**config.mk**
```make
export PLATFORM = sky130hd
export DESIGN_NAME = phase_pulse_gen
export DESIGN_NICKNAME = d
export VERILOG_FILES = /design/src/rtl/phase_gen_pkg.sv /design/src/rtl/phase_slot_cmp.sv /design/src/rtl/phase_pulse_gen.sv
export SDC_FILE = /design/constraint.sdc
export NUM_CORES = 1
export LEC_CHECK = 0
export CORE_MARGIN = 2
export CORE_UTILIZATION = 55
export DETAILED_ROUTE_END_ITERATION = 8
export PLACE_DENSITY_LB_ADDON = 0.05
export SYNTH_ARGS = -nofsm -noshare
export SYNTH_HDL_FRONTEND = slang
export SYNTH_SLANG_ARGS = --single-unit
export TNS_END_PERCENT = 10
```
**constraint.sdc**
```tcl
create_clock -name clk -period 5.9 [get_ports clk]
set_input_delay 1.18 -clock clk [delete_from_list [all_inputs] [get_ports clk]]
set_output_delay 1.18 -clock clk [all_outputs]
set_load 0.02 [all_outputs]
```
**src/rtl/phase_gen_pkg.sv**
```systemverilog
// -----------------------------------------------------------------------------
// phase_gen_pkg
// Definitions shared by the phase-pulse generator and its per-channel slot
// comparator.
//   DEF_CNT_W     : default counter / period / slot width in bits
//   DEF_NUM_CH    : default number of phase-pulse channels
//   phase_state_t : controller states. DONE is reachable only when the design
//                   is built with PHASE_GEN_ONESHOT_EN defined.
// -----------------------------------------------------------------------------
package phase_gen_pkg;

    localparam int DEF_CNT_W  = 3;
    localparam int DEF_NUM_CH = 2;

    typedef enum logic [1:0] {
        IDLE = 2'd0,
        RUN  = 2'd1,
        DONE = 2'd2
    } phase_state_t;

endpackage

```
**src/rtl/phase_slot_cmp.sv**
```systemverilog
// -----------------------------------------------------------------------------
// phase_slot_cmp
// One channel of the phase-pulse generator. It registers a pulse for the
// cycle in which the counter will sit on this channel's slot.
//
// The inputs are the values the controller is about to load (next count,
// next shadow slot, next shadow enable). Registering the compare of those
// values keeps pulse cycle-aligned with the registered count and wrap.
//
// Ports
//   clk        : clock, rising edge
//   rst        : synchronous active-high reset
//   active     : controller will be in RUN next cycle
//   count_nxt  : counter value for next cycle
//   slot_nxt   : shadow slot for next cycle
//   en_nxt     : shadow channel enable for next cycle
//   pulse      : registered one-cycle data-enable pulse
// -----------------------------------------------------------------------------
module phase_slot_cmp
    import phase_gen_pkg::*;
#(
    parameter int CNT_W = DEF_CNT_W
) (
    input  logic             clk,
    input  logic             rst,
    input  logic             active,
    input  logic [CNT_W-1:0] count_nxt,
    input  logic [CNT_W-1:0] slot_nxt,
    input  logic             en_nxt,
    output logic             pulse
);

    // A slot beyond the period never compares equal, because the counter
    // never reaches it, so no extra range check is needed.
    always_ff @(posedge clk) begin
        if (rst) begin
            pulse <= 1'b0;
        end else begin
            pulse <= active && en_nxt && (count_nxt == slot_nxt);
        end
    end

endmodule

```
**src/rtl/phase_pulse_gen.sv**
```systemverilog
// -----------------------------------------------------------------------------
// phase_pulse_gen
// Free-running phase counter that emits one data-enable pulse per channel
// per period, at a programmable slot. The period, slots and enables are
// shadowed at start and at every wrap boundary, so changing them in the
// middle of a period has no effect until the next period begins.
//
// Optional feature: defining PHASE_GEN_ONESHOT_EN adds the oneshot input.
// When oneshot is sampled high at start, the block runs one period, then
// parks in DONE (busy=1) until run is dropped.
//
// Ports
//   clk     : clock, rising edge
//   rst     : synchronous active-high reset
//   run     : level; 1 = count, 0 = stop at the end of the current period
//   period  : terminal count (the counter runs 0..period)
//   ch_slot : channel i slot in bits [i*CNT_W +: CNT_W]
//   ch_en   : per-channel pulse enable
//   oneshot : (PHASE_GEN_ONESHOT_EN only) run a single period
//   pulse   : registered per-channel slot pulses
//   count   : registered counter value
//   wrap    : registered; high while count == active period in RUN
//   busy    : registered; high whenever the controller is not IDLE
// -----------------------------------------------------------------------------
module phase_pulse_gen
    import phase_gen_pkg::*;
#(
    parameter int CNT_W  = DEF_CNT_W,
    parameter int NUM_CH = DEF_NUM_CH
) (
    input  logic                    clk,
    input  logic                    rst,
    input  logic                    run,
    input  logic [CNT_W-1:0]        period,
    input  logic [NUM_CH*CNT_W-1:0] ch_slot,
    input  logic [NUM_CH-1:0]       ch_en,
`ifdef PHASE_GEN_ONESHOT_EN
    input  logic                    oneshot,
`endif
    output logic [NUM_CH-1:0]       pulse,
    output logic [CNT_W-1:0]        count,
    output logic                    wrap,
    output logic                    busy
);

    phase_state_t              state, state_nxt;
    logic [CNT_W-1:0]          count_nxt;
    logic [CNT_W-1:0]          sh_period, sh_period_nxt;
    logic [NUM_CH*CNT_W-1:0]   sh_slot, sh_slot_nxt;
    logic [NUM_CH-1:0]         sh_en, sh_en_nxt;
    logic                      load;
    logic                      active_nxt;
    logic                      wrap_nxt;
    logic                      busy_nxt;
`ifdef PHASE_GEN_ONESHOT_EN
    logic                      sh_oneshot, sh_oneshot_nxt;
`endif

    // Next-state logic. All registered outputs are derived from these next
    // values so that count, wrap and pulse describe the same cycle.
    always_comb begin
        // NOTE: every signal gets a default here so no path leaves it
        // unassigned, which would otherwise infer a latch.
        state_nxt     = state;
        count_nxt     = count;
        sh_period_nxt = sh_period;
        sh_slot_nxt   = sh_slot;
        sh_en_nxt     = sh_en;
        load          = 1'b0;
`ifdef PHASE_GEN_ONESHOT_EN
        sh_oneshot_nxt = sh_oneshot;
`endif

        case (state)
            IDLE: begin
                count_nxt = '0;
                if (run) begin
                    state_nxt = RUN;
                    load      = 1'b1;
`ifdef PHASE_GEN_ONESHOT_EN
                    sh_oneshot_nxt = oneshot;
`endif
                end
            end

            RUN: begin
                if (count == sh_period) begin
                    // Wrap boundary: the only place the shadows reload and
                    // the only place a stop request is honoured. Sampling
                    // run here means a re-assert before the wrap cancels it.
                    count_nxt = '0;
                    load      = 1'b1;
`ifdef PHASE_GEN_ONESHOT_EN
                    if (sh_oneshot) begin
                        state_nxt = DONE;
                    end else
`endif
                    if (!run) begin
                        state_nxt = IDLE;
                    end
                end else begin
                    count_nxt = count + CNT_W'(1);
                end
            end

`ifdef PHASE_GEN_ONESHOT_EN
            DONE: begin
                count_nxt = '0;
                if (!run) begin
                    state_nxt = IDLE;
                end
            end
`endif

            default: begin
                state_nxt = IDLE;
                count_nxt = '0;
            end
        endcase

        if (load) begin
            sh_period_nxt = period;
            sh_slot_nxt   = ch_slot;
            sh_en_nxt     = ch_en;
        end
    end

    assign active_nxt = (state_nxt == RUN);
    assign wrap_nxt   = active_nxt && (count_nxt == sh_period_nxt);
    assign busy_nxt   = (state_nxt != IDLE);

    // Controller state and registered outputs.
    always_ff @(posedge clk) begin
        // NOTE: sequential state uses non-blocking assignments so every
        // register samples pre-edge values regardless of statement order.
        if (rst) begin
            // NOTE: the shadows are plain registers, not a memory array,
            // so clearing them on reset costs nothing and is required.
            state     <= IDLE;
            count     <= '0;
            wrap      <= 1'b0;
            busy      <= 1'b0;
            sh_period <= '0;
            sh_slot   <= '0;
            sh_en     <= '0;
`ifdef PHASE_GEN_ONESHOT_EN
            sh_oneshot <= 1'b0;
`endif
        end else begin
            state     <= state_nxt;
            count     <= count_nxt;
            wrap      <= wrap_nxt;
            busy      <= busy_nxt;
            sh_period <= sh_period_nxt;
            sh_slot   <= sh_slot_nxt;
            sh_en     <= sh_en_nxt;
`ifdef PHASE_GEN_ONESHOT_EN
            sh_oneshot <= sh_oneshot_nxt;
`endif
        end
    end

    for (genvar i = 0; i < NUM_CH; i++) begin : g_ch
        phase_slot_cmp #(
            .CNT_W (CNT_W)
        ) u_cmp (
            .clk       (clk),
            .rst       (rst),
            .active    (active_nxt),
            .count_nxt (count_nxt),
            .slot_nxt  (sh_slot_nxt[i*CNT_W +: CNT_W]),
            .en_nxt    (sh_en_nxt[i]),
            .pulse     (pulse[i])
        );
    end

endmodule

```
==> results of run 1 <==
## cell usage in the layout (no fill, tap or decap), drive strengths merged, types with 2 or more instances in the layout
cell,count
o21ai,11
a21oi,3
o21a,2
dfxtp,20
xor2,5
a21o,3
xnor2,2
mux2i,12
nand2,12
o211ai,3
a21boi,2
clkdlybuf4s50,20
clkbuf,4
nor3,9
nor2,18
a31oi,2
nor4,6
nand2b,4
o22ai,2
## path summary, 6_finish.rpt
check	endpoint	slack [ns]	cells after the start
worst max-delay path	g_ch[0].u_cmp.pulse$_SDFF_PP0_	2.89	7
worst min-delay path	sh_en[1]$_SDFF_PP0_	0.51	2
worst max register to register	wrap$_SDFF_PP0_	3.66	5
worst min register to register	sh_en[1]$_SDFF_PP0_	0.51	2
## cells in the mapped netlist, drive strengths merged, types with 2 or more instances
library cell	number	share of area
dfxtp	20	0.33
nor2	18	0.056
mux2i	12	0.10
nand2	12	0.038
o21ai	11	0.046
nor3	9	0.038
buf	7	0.048
nor4	6	0.037
xor2	5	0.043
nand2b	4	0.023
a21o	3	0.019
a21oi	3	0.013
clkbuf	3	0.0094
o211ai	3	0.019
a21boi	2	0.013
a31oi	2	0.010
o21a	2	0.013
o22ai	2	0.010
xnor2	2	0.015
## critical path: cells and delay by family
| family | cells | cell delay, ns |
|---|---|---|
| buffers and inverters | 2 | 0.88 |
| and+or+nand+nor | 2 | 0.67 |
| muxes | 1 | 0.29 |
| xor gates and xnor gates | 1 | 0.14 |
| AOI/OAI and AO/OA | 1 | 0.11 |
## layout make-up
type	count	area [um^2]
fillers	167	597
repair buffers	21	208
inverters	1	3.75
multi-input cells	110	723
clock buffers	4	36.3
well taps	27	33.8
flip-flops and latches	20	400
## where the power goes
part	switching [mW]	internal, mW	total (mW)
Sequential	0.00713	0.141	0.148
Clock	0.0421	0.0377	0.0798
Combinational	0.0314	0.0280	0.0593
Total	0.0807	0.207	0.288
## sequential cells by signal, summed over array words and instances (netlist names)
name	count
count	3
sh_slot	6
sh_en	2
sh_period	3
wrap	1
state	2
busy	1
g_ch.u_cmp.pulse	2
## per-layer routing
metal	GRT usage	up-vias	wire length, um
li1	-	536	-
met1	0.309	488	1260
met2	0.355	59	1200
met3	0.0536	2	175
met4	0.0991	0	19
met5	0	-	0
## cells by family after synthesis
family,count (synthesis),share of synthesized area
DFF,20,0.335
and+or+nand+nor,56,0.249
AOI/OAI and AO/OA,33,0.184
buffers and inverters,11,0.0607
adders and majority gates,1,0.0105
other,1,0.00314
xor gates and xnor gates,7,0.0575
muxes,12,0.100
## through the flow
stage / hold WS, ns / util
2_1_floorplan: 0.461 / -
3_3_place_gp: 0.481 / 0.684
3_5_place_dp: 0.490 / 0.684
4_1_cts: 0.520 / 0.702
5_1_grt: 0.557 / 0.702
6_report: 0.515 / 0.702
==> impl_metrics.tcl, run 1 <==
set metrics [dict create \
    nNetsFinal 172 \
    cts_made_buffers 3 \
    dieArea_um2 2560 \
    period_share 0.511 \
    yosysSeqAreaShare 0.335 \
    rsz0062_at_grt "no" \
    ant_nets 0 \
    timing.fmax_mhz 332 \
    synth_seq_cells 20 \
    skew_ns 0.00568 \
    antenna_found_initial 0 \
    grt_first_pass_wirelength_mm 4.51 \
    syn_area_per_cell_um2 8.48 \
    die_height_um 50.6 \
    fin_ws_ns 2.89 \
    worst-path-max-fanout 10 \
    finalCriticalPeriod_ns 3.01 \
    ir_worst_vdd_mv 0.162 \
    synth_ff_type "dfxtp_1" \
    portBuffers 20 \
    vias_per_cell 5.93 \
    endpoint_kind "flop" \
    htree_levels 1 \
    cp-startpoint "run" \
    synth_edf_count 0 \
    clock_tree.buffer_depth 2 \
    fin_total_pwr_uw 288 \
    syn_nets 156 \
    drt_wl_total_mm 2.66 \
    num_antenna_cells 0 \
    drt-initial-drc-count 45 \
    place_ws_ns 2.59 \
    hold_violations 0 \
    cts_resized 0 \
    p_per_area_nw_per_um2 205 \
    crit_chain "clkdlybuf4s50_1 -> or3b_1 -> o41ai_2 -> buf_4 -> mux2i_1 -> xnor2_1 -> and4_1" \
    critPathRequiredTime_ns 6.16 \
    synthArstFlopShare 0 \
    grt_pass1_vias 1003 \
    start_kind "primary input" \
    worst_slew_pin_slew_ns 0.869 \
    critPathMaxStageDelay_ns 0.59 \
    via_count 1085 \
    drc_errors 0 \
    max_slew_margin 0.416 \
    wire_per_inst_um 14.5 \
    synth_area_um2 1200 \
    min-delay-start "sh_en[1]$_SDFF_PP0_" \
    gp_congestion 0.852 \
    crit_arrival_ns 3.27 \
    yosysWarnings 0 \
    start_util 0.597 \
    cts_hold_buf 0 \
    rr_startpoint "count[0]$_SDFF_PP0_" \
    hold_class "reg2reg" \
    grt-ovfl-total 0 \
    synthDistinctLibCells 40 \
    p_leak_nw 0.519 \
    synthCells 141 \
    cts.sinks 20 \
    place_inst 179 \
    die-width_um 50.6 \
    placed_area_um2 1370 \
    stdcell_area_um2 1410 \
    ios 21 \
    critPathKind "in2reg" \
    clock_latency_ns 0.30 \
    row_count 16 \
    status "finished, final reports clean" \
    drive_gt1_frac 0.0769 \
    tns_ns 0 \
    setup_viol 0 \
    area_growth_syn_to_layout_pct 17.5 \
    final_max_slew_viol_count 0 \
    dp_hpwl_mm 1.91 \
    tritoncts "done" \
    dr.pass1.iters 4 \
    cts_root_buf "clkbuf_4" \
    core_um2 2000 \
    drv_cap 0 \
    grt_usage 0.231 \
    clk_pin_slew_ns 0.11 \
    slowest_stage "clkdlybuf4s50_1" \
    instances_no_fill 183 \
    cts_post_setup_buffers_inserted 0 \
    grt_max_degree 18 \
]
(Power assumes the default switching activity.)
==> run 2: changes to the inputs <==
Settings changed: CORE_UTILIZATION 55 to 46.
Clock period 5.9 ns to 2.5 ns, I/O delays scaled along.
==> run 2 against run 1 <==
Net effect:
- design area grew 6.9%
- routed wire length grew 12%
- first-iteration DRC count shrank 24%
- combinational power grew to 2.8 times the previous value
- die area grew 18%
- sequential power grew 130%
- clock-buffer cell count is the same
- non-clock buffer count grew 11
- critical endpoint is now wrap$_SDFF_PP0_
- largest cell class unchanged
==> impl_metrics.tcl, run 2 (synthesized netlist as in run 1, its figures left out) <==
set metrics [dict create \
    critPathRequiredTime_ns 2.72 \
    cts_post_setup_buffers_inserted 0 \
    grt_pass1_vias 1021 \
    endpoint_kind "flop" \
    cts_made_buffers 3 \
    ir_worst_vdd_mv 0.451 \
    grt_first_pass_wirelength_mm 4.91 \
    tritoncts "done" \
    antenna_found_initial 0 \
    crit_arrival_ns 2.35 \
    period_share 0.850 \
    skew_ns 0.00178 \
    grt_max_degree 14 \
    holdWs_ns 0.512 \
    grt-ovfl-total 0 \
    die-width_um 55.0 \
    area_growth_syn_to_layout_pct 25.6 \
    layout_common_cells "dfxtp_1 (20), clkdlybuf4s50_1 (20), nor2_1 (18)" \
    die_height_um 55.0 \
    timing.fmax_mhz 470 \
    ant_nets 0 \
    p_leak_nw 0.573 \
    finalCriticalPeriod_ns 2.13 \
    row_count 18 \
    max_slew_margin 0.512 \
    crit_chain "xor2_2 -> o41ai_4 -> mux2i_1 -> xor2_1 -> nor4_2" \
    drt_wl_total_mm 2.98 \
    critPathMaxStageDelay_ns 0.69 \
    reg2regPathDepth 5 \
    htree_levels 1 \
    dr.pass1.iters 4 \
    start_util 0.483 \
    setup_viol 0 \
    portBuffers 20 \
    hold_class "reg2reg" \
    cts_root_buf "clkbuf_4" \
    dieArea_um2 3020 \
    cts.sinks 20 \
    clock_latency_ns 0.30 \
    dp_hpwl_mm 2.25 \
    via_count 1102 \
    num_antenna_cells 0 \
    holdPathStages 2 \
    drt-initial-drc-count 34 \
    fin_ws_ns 0.374 \
    worst_slew_pin_slew_ns 0.729 \
    top_register "sh_slot" \
    clk_pin_slew_ns 0.11 \
    stdcell_area_um2 1500 \
    fin_total_pwr_uw 699 \
    nNetsFinal 183 \
    largest_reg_flops 6 \
    drive_gt1_frac 0.138 \
    final_max_slew_viol_count 0 \
    largest_registers "sh_slot x6, count x3, sh_period x3" \
    start_kind "flop" \
    status "finished, final reports clean" \
    placed_area_um2 1460 \
    clock_tree.buffer_depth 2 \
    final_util 0.607 \
    rsz0062_at_grt "no" \
    worst-path-max-fanout 8 \
    wire_per_inst_um 15.1 \
    core_um2 2480 \
    slowest_stage "o41ai_4" \
    tns_ns 0 \
    cts_hold_buf 0 \
    gp_congestion 0.839 \
    place_ws_ns 0.0963 \
    place_inst 193 \
    p_per_area_nw_per_um2 465 \
    grt_usage 0.229 \
    cts_resized 0 \
    ios 21 \
    drc_errors 0 \
    instances_no_fill 197 \
    critPathKind "reg2reg" \
    drv_cap 0 \
    vias_per_cell 5.59 \
    hold_violations 0 \
]
[run 2: final cells by class]
class	instances	area (um^2)
sequential	20	400
tap	30	37.5
multi-input combinational	110	734
clock buffer	4	36.3
timing repair buffer	32	290
fill	232	975
inverter	1	3.75
[run 2: final timing paths]
check,to,slack (ns),start
setup reg to reg,wrap$_SDFF_PP0_,0.37,sh_period[1]$_SDFF_PP0_
setup / recovery,wrap$_SDFF_PP0_,0.37,sh_period[1]$_SDFF_PP0_
hold reg to reg,sh_en[0]$_SDFF_PP0_,0.51,sh_en[0]$_SDFF_PP0_
hold / removal,sh_en[0]$_SDFF_PP0_,0.51,sh_en[0]$_SDFF_PP0_
[run 2: layer usage]
metal | vias to the layer above | global-route usage | wire (um)
met5 | - | 0 | 0
met3 | 0 | 0.0511 | 126
met2 | 27 | 0.363 | 1370
met1 | 523 | 0.320 | 1480
met4 | 0 | 0.0407 | 0
li1 | 552 | - | -
[run 2: power by group]
group	switching [mW]	internal (mW)	leakage, nW
sequential	0.0129	0.333	0.163
combinational	0.0848	0.0796	0.389
clock	0.0990	0.0889	0.0210
[run 2: worst max-delay path, delay by kind of cell, from the launching register on]
kind                      cells  cell delay, ns
DFF                           1            0.49
AOI/OAI and AO/OA             1            0.69
xor gates and xnor gates      2            0.27
and+or+nand+nor               1            0.27
muxes                         1            0.33
